**src/rtl/div_seq_pkg.sv**
```systemverilog
// div_seq_pkg: shared opcodes, widths and request payload for the sequenced divider.
//   DIV_OP_* : divider operation encodings (RV32M DIV/DIVU/REM/REMU)
//   ALU_*    : shared ALU opcode encodings driven on alu_op_o
package div_seq_pkg;

   localparam int unsigned XLEN     = 32;
   localparam int unsigned DIV_OP_W = 2;
   localparam int unsigned ALU_OP_W = 4;
   localparam int unsigned CNT_W    = 5;

   localparam logic [DIV_OP_W-1:0] DIV_OP_DIV  = 2'b00;
   localparam logic [DIV_OP_W-1:0] DIV_OP_DIVU = 2'b01;
   localparam logic [DIV_OP_W-1:0] DIV_OP_REM  = 2'b10;
   localparam logic [DIV_OP_W-1:0] DIV_OP_REMU = 2'b11;

   localparam logic [ALU_OP_W-1:0] ALU_NONE = 4'd0;
   localparam logic [ALU_OP_W-1:0] ALU_ADD  = 4'd1;
   localparam logic [ALU_OP_W-1:0] ALU_SUB  = 4'd2;
   localparam logic [ALU_OP_W-1:0] ALU_AND  = 4'd3;
   localparam logic [ALU_OP_W-1:0] ALU_OR   = 4'd4;
   localparam logic [ALU_OP_W-1:0] ALU_XOR  = 4'd5;
   localparam logic [ALU_OP_W-1:0] ALU_SLL  = 4'd6;
   localparam logic [ALU_OP_W-1:0] ALU_SRL  = 4'd7;
   localparam logic [ALU_OP_W-1:0] ALU_SRA  = 4'd8;

   typedef struct packed {
      logic [DIV_OP_W-1:0] op;
      logic [XLEN-1:0]     a;
      logic [XLEN-1:0]     b;
   } div_req_t;

   // DIV and REM are signed; the low opcode bit marks the unsigned variants
   function automatic logic op_is_signed(input logic [DIV_OP_W-1:0] op);
      return ~op[0];
   endfunction

   function automatic logic op_is_rem(input logic [DIV_OP_W-1:0] op);
      return op[1];
   endfunction

endpackage

```
**src/rtl/div_seq.sv**
```systemverilog
// div_seq: multi-cycle DIV/DIVU/REM/REMU sequencer built on the shared ALU.
// Restoring division, one ALU_SUB per quotient bit; signs handled by ALU negation.
//   clk_i, rst_ni                 : clock, async active-low reset
//   req_valid_i/req_ready_o       : request handshake (ready only when idle)
//   req_op_i, req_a_i, req_b_i    : operation, dividend, divisor
//   resp_valid_o/resp_ready_i     : response handshake, resp_data_o held until taken
//   alu_op_o, alu_a_o, alu_b_o    : shared ALU command (derived from registered state)
//   alu_out_i                     : shared ALU result, same cycle
module div_seq
   import div_seq_pkg::*;
(
   input  logic                clk_i,
   input  logic                rst_ni,
   input  logic                req_valid_i,
   output logic                req_ready_o,
   input  logic [DIV_OP_W-1:0] req_op_i,
   input  logic [XLEN-1:0]     req_a_i,
   input  logic [XLEN-1:0]     req_b_i,
   output logic                resp_valid_o,
   input  logic                resp_ready_i,
   output logic [XLEN-1:0]     resp_data_o,
   output logic [ALU_OP_W-1:0] alu_op_o,
   output logic [XLEN-1:0]     alu_a_o,
   output logic [XLEN-1:0]     alu_b_o,
   input  logic [XLEN-1:0]     alu_out_i
);

   typedef enum logic [2:0] {
      S_IDLE, S_NEG_A, S_NEG_B, S_CALC, S_NEG_R, S_DONE
   } state_e;

   localparam logic [XLEN-1:0]  INT_MIN  = XLEN'(32'h8000_0000);
   localparam logic [CNT_W-1:0] CNT_LAST = CNT_W'(31);

   state_e           r_state, w_state_nxt;
   logic             r_rem, w_rem_nxt;
   logic             r_a_neg, w_a_neg_nxt;
   logic             r_b_neg, w_b_neg_nxt;
   logic [XLEN-1:0]  r_r, w_r_nxt;
   logic [XLEN-1:0]  r_q, w_q_nxt;
   logic [XLEN-1:0]  r_b, w_b_nxt;
   logic [CNT_W-1:0] r_cnt, w_cnt_nxt;
   logic             r_ready, r_valid;
   logic [XLEN-1:0]  r_data, w_data_nxt;

   div_req_t         w_req;
   logic             w_req_signed;
   logic             w_req_a_neg, w_req_b_neg;
   logic [XLEN-1:0]  w_p;
   logic             w_s, w_borrow, w_no_borrow;
   logic [XLEN-1:0]  w_r_step, w_q_step;
   logic             w_need_neg_r;

   assign w_req        = '{op: req_op_i, a: req_a_i, b: req_b_i};
   assign w_req_signed = op_is_signed(w_req.op);
   assign w_req_a_neg  = w_req_signed & w_req.a[XLEN-1];
   assign w_req_b_neg  = w_req_signed & w_req.b[XLEN-1];

   // One restoring step: bit shifted out of R makes the 33-bit partial always >= |b|
   assign w_p         = {r_r[XLEN-2:0], r_q[XLEN-1]};
   assign w_s         = r_r[XLEN-1];
   assign w_borrow    = (~w_p[XLEN-1] & r_b[XLEN-1]) |
                        (~(w_p[XLEN-1] ^ r_b[XLEN-1]) & alu_out_i[XLEN-1]);
   assign w_no_borrow = w_s | ~w_borrow;
   assign w_r_step    = w_no_borrow ? alu_out_i : w_p;
   assign w_q_step    = {r_q[XLEN-2:0], w_no_borrow};

   // Quotient negative when signs differ; remainder takes the dividend's sign
   assign w_need_neg_r = r_rem ? r_a_neg : (r_a_neg ^ r_b_neg);

   // ALU command from the current state
   always_comb begin
      alu_op_o = ALU_NONE;
      alu_a_o  = '0;
      alu_b_o  = '0;
      case (r_state)
         S_NEG_A: begin alu_op_o = ALU_SUB; alu_b_o = r_q; end
         S_NEG_B: begin alu_op_o = ALU_SUB; alu_b_o = r_b; end
         S_CALC:  begin alu_op_o = ALU_SUB; alu_a_o = w_p; alu_b_o = r_b; end
         S_NEG_R: begin alu_op_o = ALU_SUB; alu_b_o = r_rem ? r_r : r_q; end
         default: ;
      endcase
   end

   // Next-state and datapath update
   always_comb begin
      w_state_nxt = r_state;
      w_rem_nxt   = r_rem;
      w_a_neg_nxt = r_a_neg;
      w_b_neg_nxt = r_b_neg;
      w_r_nxt     = r_r;
      w_q_nxt     = r_q;
      w_b_nxt     = r_b;
      w_cnt_nxt   = r_cnt;
      w_data_nxt  = r_data;
      case (r_state)
         S_IDLE: begin
            if (req_valid_i) begin
               w_rem_nxt   = op_is_rem(w_req.op);
               w_a_neg_nxt = w_req_a_neg;
               w_b_neg_nxt = w_req_b_neg;
               w_q_nxt     = w_req.a;
               w_b_nxt     = w_req.b;
               w_r_nxt     = '0;
               w_cnt_nxt   = '0;
               if (w_req.b == '0) begin
                  w_data_nxt  = op_is_rem(w_req.op) ? w_req.a : '1;
                  w_state_nxt = S_DONE;
               end else if (w_req_signed && w_req.a == INT_MIN && w_req.b == '1) begin
                  w_data_nxt  = op_is_rem(w_req.op) ? '0 : INT_MIN;
                  w_state_nxt = S_DONE;
               end else if (w_req_a_neg) begin
                  w_state_nxt = S_NEG_A;
               end else if (w_req_b_neg) begin
                  w_state_nxt = S_NEG_B;
               end else begin
                  w_state_nxt = S_CALC;
               end
            end
         end
         S_NEG_A: begin
            w_q_nxt     = alu_out_i;
            w_state_nxt = r_b_neg ? S_NEG_B : S_CALC;
         end
         S_NEG_B: begin
            w_b_nxt     = alu_out_i;
            w_state_nxt = S_CALC;
         end
         S_CALC: begin
            w_r_nxt   = w_r_step;
            w_q_nxt   = w_q_step;
            w_cnt_nxt = r_cnt + CNT_W'(1);
            if (r_cnt == CNT_LAST) begin
               if (w_need_neg_r) begin
                  w_state_nxt = S_NEG_R;
               end else begin
                  w_data_nxt  = r_rem ? w_r_step : w_q_step;
                  w_state_nxt = S_DONE;
               end
            end
         end
         S_NEG_R: begin
            w_data_nxt  = alu_out_i;
            w_state_nxt = S_DONE;
         end
         S_DONE: begin
            if (resp_ready_i) w_state_nxt = S_IDLE;
         end
         default: w_state_nxt = S_IDLE;
      endcase
   end

   always_ff @(posedge clk_i or negedge rst_ni) begin
      if (!rst_ni) begin
         r_state <= S_IDLE;
         r_rem   <= 1'b0;
         r_a_neg <= 1'b0;
         r_b_neg <= 1'b0;
         r_r     <= '0;
         r_q     <= '0;
         r_b     <= '0;
         r_cnt   <= '0;
         r_ready <= 1'b1;
         r_valid <= 1'b0;
         r_data  <= '0;
      end else begin
         r_state <= w_state_nxt;
         r_rem   <= w_rem_nxt;
         r_a_neg <= w_a_neg_nxt;
         r_b_neg <= w_b_neg_nxt;
         r_r     <= w_r_nxt;
         r_q     <= w_q_nxt;
         r_b     <= w_b_nxt;
         r_cnt   <= w_cnt_nxt;
         r_ready <= (w_state_nxt == S_IDLE);
         r_valid <= (w_state_nxt == S_DONE);
         r_data  <= w_data_nxt;
      end
   end

   assign req_ready_o  = r_ready;
   assign resp_valid_o = r_valid;
   assign resp_data_o  = r_data;

endmodule

```
**config.mk**
```make
export PLATFORM = sky130hd
export DESIGN_NAME = div_seq
export DESIGN_NICKNAME = d
export VERILOG_FILES = /design/src/rtl/div_seq_pkg.sv /design/src/rtl/div_seq.sv
export SDC_FILE = /design/constraint.sdc
export NUM_CORES = 1
export LEC_CHECK = 0
export ABC_AREA = 1
export BUFFER_PORTS_ARGS = -buffer_cell sky130_fd_sc_hd__buf_2
export CORE_ASPECT_RATIO = 0.7
export CORE_MARGIN = 1.5
export CORE_UTILIZATION = 55
export CTS_CLUSTER_DIAMETER = 40
export CTS_CLUSTER_SIZE = 14
export DETAILED_ROUTE_END_ITERATION = 10
export GPL_TIMING_DRIVEN = 0
export PLACE_DENSITY = 0.87
export SYNTH_ARGS = -nofsm -noshare
export SYNTH_HDL_FRONTEND = slang
export SYNTH_SLANG_ARGS = --single-unit
```
**constraint.sdc**
```tcl
create_clock -name clk_i -period 2.4 [get_ports clk_i]
set_clock_uncertainty 0.05 [all_clocks]
set_input_delay 0.24 -clock clk_i [delete_from_list [all_inputs] [get_ports clk_i]]
set_output_delay 0.24 -clock clk_i [all_outputs]
set_load 0.05 [all_outputs]
```
==> flow_metrics.py <==
metrics = {
    "min_path": {
        "hold_depth": 3,
        "holdPathEnd": "r_b[2]",
        "hp-start": "req_b_i[2]",
        "min_path_type": "primary input to register",
    },
    "synthesis": {
        "synth_xor_area_frac": 0.001928,
        "synth.distinct_cells": 30,
        "synthSimpleGateAreaFrac": 0.2845,
        "avgSynthCellArea_sq_um": 6.878,
        "netlist_area_sq_um": 9086,
        "synth_seq_cells": 141,
        "syn_inst": 1321,
        "synth.area.mux_share": 0,
        "yosysTopAreaCell": "dfrtp_1",
        "seq_area_frac_synth": 0.3885,
        "synth-main-ff-cell": "dfrtp_1",
        "synth_compound_area_frac": 0.2074,
        "yosys_warnings": 0,
        "synthAdderAreaFrac": 0.004131,
        "synth_top_area_frac": 0.3856,
        "yosys.cell_count.top_type": "nand2_1",
        "synth_area_leaders": "dfrtp_1 39%, nand2_1 16%, o211ai_1 7.5%",
        "async_flop_share": 1.000,
        "synth_edf_count": 0,
        "synth_top_family_by_area": "simple AND/OR/NAND/NOR gates",
        "synthTopCellsByCount": "391 x nand2_1, 155 x inv_1, 140 x dfrtp_1",
    },
    "worst_setup_path": {
        "endpoint_kind": "output pin",
        "r2r_start": "r_state[2]",
        "cp_data_arrival_time_ns": 2.08,
        "r2r_cells": 10,
        "reg2reg_to": "resp_data_o[24]",
        "startpoint_type": "register",
        "r2r_slack_ns": 0.05,
        "worstPathRequired_ns": 2.11,
        "critPathKind": "register to output pin",
        "cp_max_fo": 10,
    },
    "clock_network": {
        "htree_levels": 4,
        "cts_tree": "done",
        "clockBufferDepth": 2,
        "numCtsBuffers": 17,
        "root_buffer": "clkbuf_16",
        "clkTransAtPathRegs_ns": 0.06,
        "clock_sinks": 141,
        "clkLatencyLatePin_ns": 0.44,
    },
    "sta": {
        "fin_crit_sh": 0.9859,
        "tns_ns": 0,
        "post-route-min-period_ns": 2.366,
        "drv_slew": 0,
        "hold_viol_final": 0,
        "grt_setup_unrepaired": "yes",
        "worst_slew_pin_slew_ns": 0.7711,
        "relSlewSlack": 0.4859,
        "setup_violations": 0,
        "fmax_mhz": 422.6,
    },
    "final_layout": {
        "finalNetCount": 1652,
        "multi_input_area_sq_um": 4718,
        "synthToLayoutAreaGrowth_pct": 26.66,
        "final_area_sq_um": 11510,
        "num_antenna_cells": 0,
        "drive_gt1_frac": 0.2288,
        "seqCellArea_sq_um": 3532,
        "fillers": 1426,
    },
    "global_routing": {
        "antenna_found_initial": 0,
        "grt_pass1_wl_mm": 54.86,
        "grt_pass1_vias": 10100,
        "grt_usage": 0.4180,
        "grt_overflow_total": 0,
        "grt_max_degree": 79,
    },
    "place": {
        "dp_hpwl_mm": 25.35,
        "placed_area_sq_um": 10410,
        "io_buffers": 200,
        "gp_congestion": 0.9962,
    },
    "drt": {
        "drt-pass1-iter-count": 7,
        "wirelength_mm": 35.98,
        "routedWlPerCell_um": 20.16,
        "drc": 0,
        "ant_nets": 0,
        "drtIter0Drc": 1816,
        "vias_per_cell": 6.159,
        "vias": 10990,
    },
    "floorplanning": {
        "core_area_sq_um": 16250,
        "dieArea_sq_um": 17310,
        "die_w_um": 156.6,
        "dieHeight_um": 110.5,
        "fp-row-count": 39,
        "initial_core_util": 0.5592,
        "io_pins": 204,
    },
    "run_status": {
        "status": "complete, no violations",
    },
    "flow_run": {
        "cap_violations": 0,
    },
    "pwr": {
        "pwr_density_cell_nw_per_um2": 1719,
        "max-vdd-ir-drop_uv": 1171,
        "leakagePower_nw": 5.914,
    },
}
==> cells in the final DEF (no fill, tap or decap), drive strengths merged <==
cell	count
dfrtp	140
o221ai	56
clkbuf	64
a21oi	5
nand3b	1
ha	3
clkinvlp	4
bufinv	2
buf	253
nand4	4
nor2	97
o21ai	114
o211ai	91
nor3	1
xnor2	1
a22o	3
a31oi	3
xor2	1
dlygate4sd3	1
clkinv	5
conb	3
dfstp	1
nand3	133
a21o	1
nand2	397
o22ai	10
inv	166
==> where the power goes <==
group	total, mW	switching, mW	leakage, nW	internal, mW
Clock	2.71	1.08	0.287	1.63
Sequential	4.10	0.579	1.75	3.53
Combinational	13.0	9.37	3.87	3.60
==> layer usage <==
layer,wire length (um),global-route usage,up-vias
met2,14870,0.5778,978
met1,13930,0.5878,4997
li1,-,-,4867
met5,0,0,-
met4,1606,0.1790,0
met3,5571,0.1487,151
==> worst max-delay path by stage <==
stage                           from  slack [ns]  depth (start not counted)           to
after detailed placement  r_state[1]       -0.06                          7  alu_a_o[26]
after global routing      r_state[2]       -0.02                          8       r_b[5]
after floorplan           r_state[0]        0.21                          6  alu_b_o[30]
final                     r_state[2]        0.03                          5  alu_b_o[21]
after global placement        rst_ni       -1.06                          1       r_b[5]
after CTS                 r_state[2]      0.0007                          8   alu_b_o[3]
==> logic make-up after synthesis <==
logic type / count (synthesis)
fa+ha+maj: 3
buf+inv: 258
other cells: 1
simple gates: 633
flops: 141
xor+xnor: 2
compound gates: 283
==> state kept, by name, summed over array words and instances (netlist names) <==
signal	cells
r_rem	1
r_state	3
resp_data_o	32
r_cnt	5
req_ready_o	1
resp_valid_o	1
r_r	32
r_a_neg	1
r_b	32
r_q	32
r_b_neg	1
==> cell type report <==
cell class,instances,area share
Inverter,166,0.05436
Tap cell,225,0.02446
Clock inverter,11,0.01000
Multi-Input combinational cell,924,0.4100
Buffer,92,0.04240
Clock buffer,21,0.04175
Timing Repair Buffer,205,0.1101
Sequential cell,141,0.3069
==> stage by stage <==
stage | cells | setup slack (ns) | hold slack (ns) | util | total power, mW
finish | 1785 | 0.03380 | 0.03972 | 0.7082 | 19.78
global route | 1785 | -0.02153 | 0.06339 | 0.7082 | 20.73
CTS | 1782 | 0.0006910 | 0.03269 | 0.6908 | 18.88
detailed placement | 1749 | -0.06125 | 0.2874 | 0.6406 | 15.72
global placement | 1748 | -1.057 | 0.3992 | 0.6386 | 15.47
floorplan | 1323 | 0.2119 | -0.1056 | - | 12.49
==> critical path, stage by stage, from the launching register on <==
cell	delay, ns
dfrtp_2	0.45
nor2_2	0.21
inv_2	0.16
clkbuf_2	0.31
o221ai_2	0.27
buf_4	0.25
==> what timing repair did <==
item | in CTS | in global routing
cloned | 0 | 0
hold buffers | 1 | 0
hold endpoints to repair | 76 | 0
setup endpoints to repair | 67 | 78
gates resized for setup | 81 | 102
setup buffers | 0 | 3
Power figures use the tool's default switching activity.
